`src/rtl/clb_cfg_pkg.sv`:
```
// Shared configuration helpers for the CLB wide-function mux slices:
// config width, node enable bit placement and a clog2 for counter sizing.
package clb_cfg_pkg;

  function automatic int clog2_int(input int value);
    int result;
    result = 0;
    for (int v = value - 1; v > 0; v = v >> 1) begin
      result++;
    end
    return result;
  endfunction

  function automatic int cfg_width(input int num_luts);
    return 2 * num_luts - 1;
  endfunction

  // Node enables are packed level 1 first, node index ascending within a level.
  function automatic int node_cfg_idx(input int level, input int j, input int num_luts);
    int offset;
    offset = 0;
    for (int l = 1; l < level; l++) begin
      offset += num_luts >> l;
    end
    return offset + j;
  endfunction

endpackage

```
`src/rtl/mux_f_node.sv`:
```
// One wide-function tree node: passes the lower input unless enabled and
// selected, in which case the upper half's result is forwarded.
module mux_f_node (
  input  logic en,
  input  logic sel,
  input  logic din_lo,
  input  logic din_hi,
  output logic dout
);

  assign dout = (en && sel) ? din_hi : din_lo;

endmodule

```
`src/rtl/mux_f_tree.sv`:
```
// Parametrised F-mux tree slice: per-node enabled binary mux tree over the
// LUT outputs, optional per-output registers, serial scan-chain configuration.
module mux_f_tree
  import clb_cfg_pkg::*;
#(
  parameter int MUX_LEVELS = 3,
  parameter int NUM_LUTS   = 8
) (
  input  logic                  cclk,
  input  logic                  rst_n,
  input  logic [NUM_LUTS-1:0]   luts_out,
  input  logic [MUX_LEVELS-1:0] addr,
  input  logic                  ce,
  output logic [NUM_LUTS-1:0]   out,
  input  logic                  cen,
  input  logic                  config_in,
  output logic                  config_out,
  output logic                  cfg_valid
);

  localparam int CFG_W = cfg_width(NUM_LUTS);
  localparam int CNT_W = clog2_int(CFG_W + 1);
  localparam logic [CNT_W-1:0] CNT_FULL = CNT_W'(CFG_W);

  logic [CFG_W-1:0]    cfg;
  logic [CFG_W-1:0]    eff_cfg;
  logic [CNT_W-1:0]    count;
  logic [NUM_LUTS-1:0] q;
  logic [NUM_LUTS-1:0] comb_res;
  logic [NUM_LUTS-1:0] reg_en;

  // Scan chain and load counter; the counter saturates so late shifts keep cfg_valid high.
  always_ff @(posedge cclk or negedge rst_n) begin
    if (!rst_n) begin
      cfg   <= '0;
      count <= '0;
    end else if (cen) begin
      cfg <= {cfg[CFG_W-2:0], config_in};
      if (count != CNT_FULL) begin
        count <= count + 1'b1;
      end
    end
  end

  assign cfg_valid  = (count == CNT_FULL);
  assign config_out = cfg[CFG_W-1];
  assign eff_cfg    = cfg_valid ? cfg : '0;
  assign reg_en     = eff_cfg[CFG_W-1:NUM_LUTS-1];

  // Each level keeps its own vector; only positions on a node base change.
  for (genvar l = 1; l <= MUX_LEVELS; l++) begin : g_level
    logic [NUM_LUTS-1:0] prev;
    logic [NUM_LUTS-1:0] cur;

    if (l == 1) begin : g_first
      assign prev = luts_out;
    end else begin : g_next
      assign prev = g_level[l-1].cur;
    end

    for (genvar k = 0; k < NUM_LUTS; k++) begin : g_pos
      if ((k % (1 << l)) == 0) begin : g_node
        mux_f_node u_node (
          .en     (eff_cfg[node_cfg_idx(l, k >> l, NUM_LUTS)]),
          .sel    (addr[l-1]),
          .din_lo (prev[k]),
          .din_hi (prev[k + (1 << (l-1))]),
          .dout   (cur[k])
        );
      end else begin : g_pass
        assign cur[k] = prev[k];
      end
    end
  end

  assign comb_res = g_level[MUX_LEVELS].cur;

  // Output registers sample the tree only outside configuration shifts.
  always_ff @(posedge cclk or negedge rst_n) begin
    if (!rst_n) begin
      q <= '0;
    end else if (!cen && ce) begin
      q <= comb_res;
    end
  end

  assign out = (reg_en & q) | (~reg_en & comb_res);

endmodule
```
`config.mk`:
```
export PLATFORM = sky130hd
export DESIGN_NAME = mux_f_tree
export DESIGN_NICKNAME = d
export VERILOG_FILES = /design/src/rtl/clb_cfg_pkg.sv /design/src/rtl/mux_f_node.sv /design/src/rtl/mux_f_tree.sv
export SDC_FILE = /design/constraint.sdc
export NUM_CORES = 1
export LEC_CHECK = 0
export ABC_AREA = 1
export CAP_MARGIN = 40
export CORE_ASPECT_RATIO = 0.6
export CORE_UTILIZATION = 35
export CTS_BUF_LIST = sky130_fd_sc_hd__clkbuf_8
export CTS_CLUSTER_DIAMETER = 30
export DETAILED_ROUTE_END_ITERATION = 6
export GPL_TIMING_DRIVEN = 1
export HOLD_SLACK_MARGIN = 0.08
export MAX_ROUTING_LAYER = met4
export PLACE_DENSITY = 0.56
export SLEW_MARGIN = 20
export SYNTH_ARGS = -nofsm -noshare
export SYNTH_HDL_FRONTEND = slang
export SYNTH_HIERARCHICAL = 1
export SYNTH_SLANG_ARGS = --single-unit
export TNS_END_PERCENT = 10
```
`constraint.sdc`:
```
create_clock -name cclk -period 2.9 [get_ports cclk]
set_clock_uncertainty 0.2 [all_clocks]
set_input_delay 0.58 -clock cclk [delete_from_list [all_inputs] [get_ports cclk]]
set_output_delay 0.58 -clock cclk [all_outputs]
set_load 0.005 [all_outputs]
```
==> results.py <==
metrics = {
    "run_status": {
        "outcome": "finished, final reports clean",
    },
    "synthesis": {
        "synth_flop_cell": "dfrtp_1",
        "syn_avg_cell_area_um2": 7.50,
        "ys_ff_latch": 27,
        "synthTopCellsByCount": "nand2_1 (63), o21ai_0 (31), inv_1 (28)",
        "synth.distinct_cells": 17,
        "syn_nets": 200,
        "synth_most_common_cell": "nand2_1",
        "yosysWarningCount": 6,
        "ys_seq_area_share_pct": 49.2,
        "synth_area_leader_cell": "dfrtp_1",
        "synth_top_area_share_pct": 49.2,
        "synth_edf_count": 0,
        "synth_area_leaders": "dfrtp_1 (49%), nand2_1 (17%), o21ai_0 (11%)",
        "netlist_area_um2": 1370,
        "synthArstFlopShare_pct": 100,
        "syn_inst": 183,
    },
    "clock_network": {
        "clkSinkCount": 27,
        "clk_pin_slew_ns": 0.09,
        "worstSkewPairLatency_ns": 0.27,
        "h-tree-depth": 1,
        "cts_buffers": 3,
        "cts_tree": "built",
        "cts.path.max_buffers": 2,
        "cts_hold_buf": 0,
        "clock-root-buffer": "clkbuf_8",
    },
    "critical_path": {
        "worstSetupEndpointType": "primary output",
        "startpoint": "count[1]",
        "worstSetupPathType": "flop to primary output",
        "critPathRequiredTime_ns": 2.12,
        "timing.rr.start": "count[1]",
        "cp_max_fo": 9,
        "start_kind": "flop",
        "cp.arrival_ns": 2.08,
        "rr_worst_depth": 11,
    },
    "layout": {
        "design_area_um2": 1830,
        "final.fill_count": 365,
        "n_antenna_cell": 0,
        "area_delta_synth_final_pct": 33.3,
        "post_route_cells_drive_above_1_share_pct": 11.4,
        "fin_cells": 266,
        "layout.nets": 237,
    },
    "run": {
        "cap_violations": 0,
    },
    "sta": {
        "tns_ns": 0,
        "hold_viol": 0,
        "tightest_slew_ns": 0.465,
        "finalMaxSlewViolations": 0,
        "min_period_over_period_pct": 98.6,
        "clock.fmax_mhz": 350,
        "setup_viol": 0,
        "min_period_ns": 2.86,
        "slew_headroom_pct": 68.9,
        "rsz0062_at_grt": "true",
    },
    "hold_path": {
        "whs_path_depth": 2,
        "hp-class": "flop to flop",
        "worstHoldStart": "cfg[4]",
    },
    "floorplan": {
        "io_pins": 26,
        "core_um2": 3700,
        "die_y_um": 50.5,
        "die-area_um2": 4180,
        "initial_core_util_pct": 37.1,
        "num_rows": 17,
        "fp.dieW_um": 82.8,
    },
    "global_route": {
        "grt_pass1_vias": 1147,
        "grt_antenna_before_repair": 0,
        "grt_max_degree": 28,
        "grt_pass1_wl_um": 5010,
        "track_usage_pct": 15.7,
        "grt_overflow": 0,
    },
    "route": {
        "dr.pass1.iters": 4,
        "finalWirelength_um": 2960,
        "ant_nets": 0,
        "wl_per_cell_um": 11.1,
        "drt_iter0_drc": 51,
        "drc": 0,
        "vias": 1233,
        "viasPerCell": 4.64,
    },
    "place": {
        "dp_hpwl_um": 2240,
        "port_buffers": 25,
        "placed_cell_area_um2": 1730,
        "dp_cells": 260,
        "gp_congestion": 0.825,
    },
    "power": {
        "peakVddDrop_v": 0.000304,
        "cellPowerDensity_nw_per_um2": 566,
        "leakage_nw": 0.895,
    },
}
-- per-layer routing --
layer	vias to the layer above	track usage [%]	share of wire [%]
li1	635	-	-
met1	570	22.1	52
met2	28	23.2	42
met3	0	4.28	6.1
met4	0	2.59	0
met5	-	-	0
-- power breakdown --
| group | leakage, nW | switching (W) | internal, W |
|---|---|---|---|
| registers | 0.341 | 0.0000621 | 0.000450 |
| clock network | 0.0255 | 0.000116 | 0.0000962 |
| logic | 0.528 | 0.000155 | 0.000156 |
-- state kept, by name, indices dropped and copies added (netlist names) --
register / count
cfg: 15
count: 4
q: 8
-- worst paths after layout --
path	endpoint	slack [ns]
min in group asynchronous	q[5]	0.48
max in group asynchronous	cfg[2]	1.76
max	out[6]	0.04
min reg2reg	cfg[5]	0.29
min	cfg[5]	0.29
max reg2reg	q[0]	1.05
-- critical path, cell delays in order (launching register included) --
cell             delay [ns]
dfrtp_1                0.41
ha_4                   0.17
nand3_4                0.11
buf_4                  0.18
buf_4                  0.18
nor2_2                 0.11
nand2_1                0.05
o21ai_1                0.07
clkdlybuf4s50_1        0.52
-- kinds of logic after synthesis --
family | synth area share (%)
buffers and inverters | 9.94
xor gates and xnor gates | 0.638
and+or+nand+nor | 27.1
DFF | 49.2
adders and majority gates | 0.911
AOI/OAI and AO/OA | 12.2
-- cell type report --
class,count,area [um^2],area share (%)
Clock buffer,3,41.3,2.26
Clock inverter,1,5.00,0.274
Inverter,28,105,5.75
Multi-Input combinational cell,123,596,32.6
Sequential cell,27,676,36.9
Tap cell,47,58.8,3.21
Timing Repair Buffer,37,348,19.0
-- cell usage in the layout (no fill, tap or decap), drive strengths merged, types with 3 or more instances in the layout --
master          n
dlymetal6s2s    5
clkbuf          3
nand2          63
inv            28
buf            12
clkdlybuf4s50  16
dlygate4sd2     4
nor2           15
dfrtp          27
nand3           9
o21ai          31
-- per-stage QoR --
| step | power [W] | hold slack, ns | setup WS (ns) | util [%] |
|---|---|---|---|---|
| after floorplan | 0.000668 | 0.0844 | 0.477 | - |
| after global placement | 0.000778 | 0.258 | -0.244 | 46.6 |
| after detailed placement | 0.000792 | 0.267 | -0.314 | 46.6 |
| after CTS | 0.00104 | 0.291 | 0.000254 | 48.3 |
| after global routing | 0.00112 | 0.313 | -0.127 | 49.4 |
| final | 0.00104 | 0.288 | 0.0411 | 49.4 |
-- what timing repair did --
action / in CTS / in global routing
buffers inserted: 1 / 1
setup endpoints to repair: 8 / 7
pin swaps: 1 / 0
gates resized for setup: 7 / 13
No activity file was read; power rests on OpenSTA's default activity.
